[config.mk]
export PLATFORM = sky130hd
export DESIGN_NAME = lifo_stack_ctrl
export DESIGN_NICKNAME = d
export VERILOG_FILES = /design/src/rtl/lifo_stack_ctrl.sv
export SDC_FILE = /design/constraint.sdc
export NUM_CORES = 1
export LEC_CHECK = 0
export ABC_AREA = 1
export CORE_AREA = 5 5 357 359
export CTS_BUF_LIST = sky130_fd_sc_hd__clkbuf_4
export CTS_CLUSTER_DIAMETER = 200
export CTS_CLUSTER_SIZE = 14
export DETAILED_ROUTE_END_ITERATION = 12
export DIE_AREA = 0 0 362 364
export MAX_ROUTING_LAYER = met4
export SYNTH_ARGS = -nofsm -noshare
export SYNTH_HDL_FRONTEND = slang
export SYNTH_SLANG_ARGS = --single-unit
[constraint.sdc]
create_clock -name clk -period 9.03 [get_ports clk]
set_clock_uncertainty 0.1 [all_clocks]
set_input_delay 1.806 -clock clk [delete_from_list [all_inputs] [get_ports clk]]
set_output_delay 1.806 -clock clk [all_outputs]
set_load 0.05 [all_outputs]
[src/rtl/lifo_stack_ctrl.sv]
// LIFO stack controller: valid/ready command port, held response port,
// push/pop/peek/replace over a DATA_W x DEPTH array with occupancy flags.
module lifo_stack_ctrl #(
  parameter int DATA_W = 8,
  parameter int DEPTH  = 128,
  parameter int AFULL  = DEPTH - 1,
  parameter int CNT_W  = $clog2(DEPTH + 1)
) (
  input  logic              clk,
  input  logic              rst_n,
  input  logic              cmd_valid,
  output logic              cmd_ready,
  input  logic [1:0]        cmd_op,
  input  logic [DATA_W-1:0] cmd_data,
  output logic              rsp_valid,
  input  logic              rsp_ready,
  output logic [DATA_W-1:0] rsp_data,
  output logic              rsp_err,
  output logic [CNT_W-1:0]  count,
  output logic              empty,
  output logic              full,
  output logic              almost_full,
  input  logic              err_clr,
  output logic              ovf_sticky,
  output logic              udf_sticky
);

  localparam int AW = $clog2(DEPTH);

  localparam logic [1:0] ST_IDLE = 2'd0;
  localparam logic [1:0] ST_EXEC = 2'd1;
  localparam logic [1:0] ST_RESP = 2'd2;

  localparam logic [1:0] OP_PUSH    = 2'b00;
  localparam logic [1:0] OP_POP     = 2'b01;
  localparam logic [1:0] OP_PEEK    = 2'b10;
  localparam logic [1:0] OP_REPLACE = 2'b11;

  logic [1:0]        state_q, state_d;
  logic [1:0]        op_q, op_d;
  logic [DATA_W-1:0] data_q, data_d;
  logic [CNT_W-1:0]  sp_q, sp_d;
  logic [DATA_W-1:0] rsp_data_q, rsp_data_d;
  logic              rsp_err_q, rsp_err_d;
  logic              ovf_q, ovf_d;
  logic              udf_q, udf_d;

  logic [DATA_W-1:0] mem [DEPTH];
  logic              mem_we;
  logic [AW-1:0]     mem_waddr;
  logic [DATA_W-1:0] mem_wdata;
  logic [AW-1:0]     top_idx;
  logic [DATA_W-1:0] top_data;
  logic              is_empty;
  logic              is_full;
  logic              ovf_set;
  logic              udf_set;

  assign is_empty = (sp_q == '0);
  assign is_full  = (sp_q == CNT_W'(DEPTH));
  assign top_idx  = AW'(sp_q - CNT_W'(1));
  // Only read when the stack is non-empty, so top_idx is always in range here.
  assign top_data = mem[top_idx];

  // Command sequencing: latch the command in IDLE, execute once, hold the response.
  always_comb begin
    // NOTE: every variable gets a default first so no path infers a latch.
    state_d = state_q;
    op_d    = op_q;
    data_d  = data_q;
    case (state_q)
      ST_IDLE: begin
        if (cmd_valid) begin
          state_d = ST_EXEC;
          op_d    = cmd_op;
          data_d  = cmd_data;
        end
      end
      ST_EXEC: state_d = ST_RESP;
      ST_RESP: begin
        if (rsp_ready) state_d = ST_IDLE;
      end
      default: state_d = ST_IDLE;
    endcase
  end

  // Stack operation, evaluated only in EXEC; guards keep sp inside 0..DEPTH.
  always_comb begin
    sp_d       = sp_q;
    rsp_data_d = rsp_data_q;
    rsp_err_d  = rsp_err_q;
    mem_we     = 1'b0;
    mem_waddr  = top_idx;
    mem_wdata  = data_q;
    ovf_set    = 1'b0;
    udf_set    = 1'b0;
    if (state_q == ST_EXEC) begin
      rsp_data_d = '0;
      rsp_err_d  = 1'b0;
      if (op_q == OP_PUSH) begin
        if (is_full) begin
          rsp_err_d = 1'b1;
          ovf_set   = 1'b1;
        end else begin
          mem_we    = 1'b1;
          mem_waddr = AW'(sp_q);
          sp_d      = sp_q + CNT_W'(1);
        end
      end else if (is_empty) begin
        rsp_err_d = 1'b1;
        udf_set   = 1'b1;
      end else begin
        rsp_data_d = top_data;
        case (op_q)
          OP_POP:     sp_d   = sp_q - CNT_W'(1);
          OP_REPLACE: mem_we = 1'b1;
          OP_PEEK:    sp_d   = sp_q;
          default:    sp_d   = sp_q;
        endcase
      end
    end
  end

  // A set on the same edge as err_clr takes priority over the clear.
  always_comb begin
    ovf_d = ovf_set | (ovf_q & ~err_clr);
    udf_d = udf_set | (udf_q & ~err_clr);
  end

  always_ff @(posedge clk or negedge rst_n) begin
    if (!rst_n) begin
      state_q    <= ST_IDLE;
      op_q       <= OP_PUSH;
      data_q     <= '0;
      sp_q       <= '0;
      rsp_data_q <= '0;
      rsp_err_q  <= 1'b0;
      ovf_q      <= 1'b0;
      udf_q      <= 1'b0;
    end else begin
      // NOTE: non-blocking assignments so every flop samples pre-edge values.
      state_q    <= state_d;
      op_q       <= op_d;
      data_q     <= data_d;
      sp_q       <= sp_d;
      rsp_data_q <= rsp_data_d;
      rsp_err_q  <= rsp_err_d;
      ovf_q      <= ovf_d;
      udf_q      <= udf_d;
    end
  end

  // NOTE: storage is deliberately not reset; reads never reach entries at or above sp.
  always_ff @(posedge clk) begin
    if (mem_we) mem[mem_waddr] <= mem_wdata;
  end

  assign cmd_ready   = (state_q == ST_IDLE);
  assign rsp_valid   = (state_q == ST_RESP);
  assign rsp_data    = rsp_data_q;
  assign rsp_err     = rsp_err_q;
  assign count       = sp_q;
  assign empty       = is_empty;
  assign full        = is_full;
  assign almost_full = (sp_q >= CNT_W'(AFULL));
  assign ovf_sticky  = ovf_q;
  assign udf_sticky  = udf_q;

endmodule
* Word-level counts from Yosys, hierarchy flattened
Memory sizes are Yosys's and may differ from the RTL's. Cells that the tools add are included.
Word-level totals: word-level logic and storage cells 59, input port bits 15, bits in registers 31, bits in writable memories 1024, memories kept 1
Operators by class: equal/unequal tests 9, reduce and logical (&&, ||, !) cells 7, $lt $le $gt $ge 1, muxes and demuxes 26, bitwise logic cells 5, add/sub/neg operators 2
Memory list:
- mem | depth 128, bits a word 8, rd ports 1, clocked after memory_dff 0, wr ports 1, RTL line 48 | logic [DATA_W-1:0] mem [DEPTH];
Operators with widths (count):
- 8-bit two-way mux | 6
- 7-bit two-way mux | 3
- 1-bit two-way mux | 14
- 8-bit by 1-bit adder with 8-bit output (second input constant) | 1
- 8-bit == test (second input constant) | 1
- 8-bit by 7-bit greater-or-equal comparator with 1-bit output (second input constant) | 1
- 8-bit logical NOT | 1
- 8-bit by 1-bit subtractor with 8-bit output (second input constant) | 1
- 2-bit case mux with 3 select lines | 1
- 2-bit by 1-bit == test with 1-bit output (second input constant) | 2
- 2-bit == test (second input constant) | 2
- 2-bit logical NOT | 2
- 2-bit two-way mux | 2
- 2-bit by 1-bit inequality test with 1-bit output (second input constant) | 2
- 2-bit inequality test (second input constant) | 2
- 2-bit AND reduction | 2
- 4-bit AND reduction | 1
- 1-bit AND | 2
- 1-bit OR | 2
- 2-bit nonzero test | 1
- 1-bit inverter | 1

* Longest topological paths before layout
Gate-level depths: netlist (run 1).
word-level depth 7, depth in mapped cells 18, mapped depth without buffers 13

* Worst setup path after synthesis (run 1)
Ideal clock, no wire load.
path type reg2out, from register sp_q[0] (netlist: count[0]), to output full, path slack 4909 ps, data arrival time 2215 ps, data required time 7124 ps, cell stages (with the launch flop) 8, path through dfrtp_1 > buf_2 > inv_2 > clkbuf_1 > clkbuf_1 > ha_1 > nand2_1 > nor3_4
On the way: word-level cells in the longest chain between the ends 1
Ends and longest elaborated chain:
- start, declared | RTL line 42 | logic [CNT_W-1:0] sp_q, sp_d;
- start signal, assigned | RTL line 145 | sp_q <= sp_d;
- 8-bit == test | RTL line 60 | assign is_full = (sp_q == CNT_W'(DEPTH));
- end, declared | RTL line 21 | output logic full,
Every way passes these cells.

* Worst setup path in the final report (run 1)
from register sp_q[0] (netlist: count[0]), to output empty
On the way: word-level cells in the longest chain between the ends 1
Ends and longest elaborated chain:
- 8-bit logical NOT | RTL line 59 | assign is_empty = (sp_q == '0);
- end, declared | RTL line 20 | output logic empty,
Every way passes these cells.

==> flow_summary.ini, run 1 <==
[run_status]
status = finished, final reports clean

[cts]
path_clk_slew_ns = 0.15
cts_buffers = 85
clockBufferDepth = 3
post_cts_buffers = 0
ctsHtreeMaxLevel = 3
cts_hold_buf = 0
clk_latency_ns = 0.97
post_cts_resized = 0
clock-sinks = 1055
cts_tree = done
cts_root_buf = clkbuf_4

[place]
io_buffers = 38
dp_slack_ns = 3.63
gp_congestion = 0.869
place_hpwl_mm = 62.9

[yosys]
synth_enable_flop_cells = 1024
synth_flop_cell = edfxtp_1
synth_area_leader_cell = edfxtp_1
synthMuxAreaShare_pct = 0
yosys.area_share.adder_pct = 0.0871
synthSimpleGateAreaFrac_pct = 23.3
ys_seq_elements = 1055
syn_area_sq_um = 43100
yosysWarnings = 0
synth_top_area_share_pct = 71.4
synth_commonest_cells = 1179 x nand2_1, 1024 x edfxtp_1, 951 x nand3_1
postSynthCellCount = 3735
synth_cell_type_count = 32
synth.most_common_cell = nand2_1
ys_async_sr_fraction_pct = 2.94
synth_compound_area_share_pct = 0.752
postSynthNetCount = 3753
synth_top_family_by_area = simple AND/OR/NAND/NOR gates
synth_area_leaders = edfxtp_1 71%, nand3_1 11%, nand2_1 10%, dfrtp_1 1.8%, nor2_1 1.5%
syn_area_per_cell_sq_um = 11.5
ys_seq_area_share_pct = 73.2
synthXorXnorAreaFrac_pct = 0.136

[worst_setup_path]
critPathSlowestCell = clkdlybuf4s50_1
worst-path-max-fanout = 166
cp-end-kind = output port
path_class = flip-flop to output port
regToRegSetupSlack_ns = 3.50
cp-start-kind = flip-flop
crit_top_cell = inv_1
path_cells = inv_8 > ha_4 > nand2_1 > inv_1 > nand3_1 > inv_1 > clkdlybuf4s50_1
critPathBufInv = 4
slowest_delay_ns = 0.83
crit_family = buffers and inverters
crit_required_ns = 7.12
r2r.worst_path.cells = 10
worst_ep_arrival_time_ns = 4.04
r2r_end = mem[73][1]
reg2reg_from = count[0]
cp.depth = 7

[global_routing]
antenna_found_initial = 1
use_met1_pct = 23.5
use_met3_pct = 2.60
grt-busiest-layer = met2
gr-total-overflow = 0
grtUsageTotal_pct = 17.1
grt_start_max_net_pins = 194
grt_pass1_wl_mm = 168
grtUsageMet2_pct = 27.0
grt_pass1_vias = 26600

[finish]
syn_to_final_growth_pct = 6.45
drive_gt1_share_pct = 5.67
nNetsFinal = 3677
fillers = 12000
multiInputGateArea_sq_um = 10500
register_area_sq_um = 31600

[timing]
rsz0062_at_grt = false
fin_crit_ns = 5.94
tns_ns = 0
period_share_pct = 65.8
fmax_mhz = 168
slew_violations = 0
worst_pin_slew_ns = 1.24
slew_headroom_pct = 17.0
hold_violations = 0
setup_ws_ns = 3.09
setup_viol = 0

[route]
postRouteAntennaNets = 0
drt_iter0_drc = 2834
drt_wl_total_mm = 112
wire_per_inst_microns = 21.1
firstDrtPassIters = 6
vias = 27700
drc = 0
via_per_inst = 5.21

[job]
drv_cap = 0

[floorplan]
fp.dieArea_sq_um = 132000
io_pins = 39
die_w_microns = 362
fp-row-count = 129
core_area_sq_um = 123000
die_height_microns = 364
initial_utilization_pct = 34.9

[worst_hold_path]
worstHoldStart = rsp_err
hold_end = rsp_err
min_path_cells = 2
hold_path_class = flip-flop to flip-flop

[power_and_ir_drop]
power_density_nw_per_um2 = 345
ir_drop_v = 0.000377
p_leak_nw = 15.7
metal layers:
layer  vias up  routed length, microns
li1      12900                       -
met1     13600                   48800
met2      1082                   52400
met3       158                    8330
met4         0                    2620
met5         -                       0
power breakdown:
| part | internal (mW) | switching, mW | leakage, nW |
|---|---|---|---|
| clock network | 0.619 | 1.44 | 0.554 |
| logic | 1.74 | 5.31 | 5.49 |
| registers | 6.14 | 0.559 | 9.65 |
flip-flops by register name, indices dropped and copies added, names as in the netlist:
signal and flops:
count 8, data_q 8, mem 1024, op_q 2
ovf_sticky 1, rsp_data 8, rsp_err 1, state_q 2
udf_sticky 1
tightest hold or removal path: stages (launching register included):
cell     delay, ns
dfrtp_1       0.40
nand2_1       0.06
nand3_1       0.07
final cells by class:
class	instances	area share (%)
Inverter	53	0.466
Clock inverter	5	0.172
Multi-Input combinational cell	2394	22.9
Clock buffer	111	1.82
Tap cell	1637	4.47
Antenna cell	2	0.0109
Timing Repair Buffer	70	1.41
Sequential cell	1055	68.8
worst max-delay path by stage:
| stage | startpoint | to | slack [ns] |
|---|---|---|---|
| finish | count[0] | empty | 3.09 |
| global route | count[0] | empty | 2.86 |
| CTS | count[0] | empty | 2.96 |
| detailed placement | count[0] | mem[43][5] | 3.63 |
| global placement | count[0] | mem[34][6] | 3.79 |
| floorplan | count[0] | full | 4.91 |
through the flow:
stage          cell area (sq um)  power (mW)  hold WS [ns]  cells  util, %
6_report                   45900        15.8         0.451   5327     37.1
5_1_grt                    45900        16.7         0.477   5327     37.1
4_1_cts                    45900        15.8         0.441   5325     37.1
3_5_place_dp               45000        13.8         0.398   5209     36.4
3_3_place_gp               45000        13.8         0.405   5209     36.4
2_1_floorplan              43100        11.1         0.391   3735        -
cells in the final DEF, fill, tap and decap left out, types with 5 or more instances in the layout:
cell / instances
nand2_1: 1175
nand2_2: 7
nor2_2: 8
inv_2: 21
buf_4: 30
clkdlybuf4s50_1: 38
nor3_1: 5
nand3_1: 951
edfxtp_1: 1024
nor2_1: 177
dfrtp_1: 22
inv_1: 32
o21ai_0: 34
clkbuf_4: 111
dfrtp_4: 9
a21oi_1: 6
cell families (layout without fill, tap and decap cells):
family / Yosys count / in the layout
AOI/OAI and AO/OA: 54 / 54
buffers and inverters: 286 / 239
and+or+nand+nor: 2332 / 2332
other: 0 / 2
xor gates and xnor gates: 5 / 5
DFF: 1055 / 1055
adders and majority gates: 3 / 3
No activity file was read; power rests on OpenSTA's default activity.
==> inputs of run 2 (changes only) <==
==> constraint.sdc (replaced) <==
create_clock -name clk -period 5.9 [get_ports clk]
set_clock_uncertainty 0.1 [all_clocks]
set_input_delay 1.18 -clock clk [delete_from_list [all_inputs] [get_ports clk]]
set_output_delay 1.18 -clock clk [all_outputs]
set_load 0.05 [all_outputs]
==> flow_summary.ini, run 2 (synthesis gave the netlist of run 1 again) <==
[route]
firstDrtPassIters = 5
wire_per_inst_microns = 21.0
postRouteAntennaNets = 0
via_per_inst = 5.19
drt_iter0_drc = 3102
drc = 0
drt_wl_total_mm = 112
vias = 27700

[floorplan]
initial_utilization_pct = 34.9
io_pins = 39
die_height_microns = 364
die_w_microns = 362
fp.dieArea_sq_um = 132000
core_area_sq_um = 123000
fp-row-count = 129

[finish]
syn_to_final_growth_pct = 6.67
fillers = 11900
final_common_cell = nand2_1
final_cell_mix = 1175 x nand2_1, 1024 x edfxtp_1, 951 x nand3_1
drive_gt1_share_pct = 5.82
utilization_pct = 37.2
largest_register_ffs = 1024
nNetsFinal = 3679
multiInputGateArea_sq_um = 10500
regMostFlops = mem
register_area_sq_um = 31600
fin_cells = 5334

[timing]
slew_headroom_pct = 12.1
fin_crit_ns = 4.90
hold_violations = 0
slew_violations = 0
period_share_pct = 83.0
worst_pin_slew_ns = 1.32
rsz0062_at_grt = false
setup_viol = 0
fmax_mhz = 204
tns_ns = 0

[global_routing]
grtUsageTotal_pct = 17.1
grt-busiest-layer = met2
grt_pass1_vias = 26900
gr-total-overflow = 0
grt_pass1_wl_mm = 169
use_met3_pct = 2.48
grt_start_max_net_pins = 219
use_met1_pct = 23.9
antenna_found_initial = 3
grtUsageMet2_pct = 26.4

[run_status]
status = finished, final reports clean

[worst_setup_path]
cp-end-kind = output port
worst-path-max-fanout = 68
r2r.worst_path.cells = 11
path_class = flip-flop to output port
crit_required_ns = 4.62
worst_ep_arrival_time_ns = 3.62
cp-start-kind = flip-flop

[cts]
clock-sinks = 1055
clk_latency_ns = 0.97
cts_root_buf = clkbuf_4
clockBufferDepth = 3
path_clk_slew_ns = 0.15
cts_tree = done
cts_buffers = 85
post_cts_resized = 0
cts_hold_buf = 0
post_cts_buffers = 0
ctsHtreeMaxLevel = 3

[power_and_ir_drop]
power_density_nw_per_um2 = 531
p_leak_nw = 15.7
finalPower_mw = 24.4
ir_drop_v = 0.000741

[worst_hold_path]
hold_path_class = flip-flop to flip-flop
min_path_cells = 2

[place]
place_hpwl_mm = 61.5
io_buffers = 38
placed_cells_incl_taps = 5211
gp_congestion = 0.867

[job]
drv_cap = 0
## run 2: changes by cell type in the layout (fill, tap and decap cells not counted)
cell / change
nor3_1: -1
clkbuf_4: +5
inv_2: -2
nor3_2: +1
buf_12: +5
buf_4: -3
clkinvlp_4: +1
diode_2: +2
bufinv_16: -1
## run 2: worst max-delay path: stages (launching register included)
cell             delay, ns
dfrtp_4               0.70
inv_8                 0.39
ha_4                  0.19
nand2_1               0.09
inv_1                 0.08
nand3_1               0.09
inv_1                 0.18
clkdlybuf4s50_1       0.84
## run 2: stage by stage
step / instance area [sq um] / hold WS [ns] / worst slack (ns)
2_1_floorplan: 43100 / 0.391 / 1.93
4_1_cts: 46000 / 0.387 / 0.943
5_1_grt: 46000 / 0.426 / 0.858
3_3_place_gp: 45000 / 0.378 / 1.40
3_5_place_dp: 45000 / 0.371 / 1.36
6_report: 46000 / 0.406 / 1.00
## run 2: power breakdown
group | internal (mW) | switching (mW)
clock | 0.938 | 2.25
sequential | 9.40 | 0.807
combinational | 2.75 | 8.28
total | 13.1 | 11.3
## run 2: layer usage
metal	part of all wire, %	vias up
met3	7.4	168
met2	46	1097
met5	0	-
met1	44	13500
met4	2.6	0
li1	-	12900
## run 2: final timing paths
check | slack [ns] | from | to
setup / recovery | 1.00 | count[0] | empty
hold / removal | 0.41 | rsp_data[7] | rsp_data[7]
setup reg to reg | 1.17 | count[0] | mem[53][1]
hold reg to reg | 0.41 | rsp_data[7] | rsp_data[7]
max in group asynchronous | 4.89 | rst_n | data_q[4]
min in group asynchronous | 0.47 | rst_n | count[3]
## run 2: layout make-up
type	instances	share of cell area, %
antenna	4	0.0218
clock buffer	116	1.89
clock inverter	3	0.106
inverter	53	0.465
multi-input combinational	2394	22.8
sequential	1055	68.7
tap	1637	4.46
timing repair buffer	72	1.57
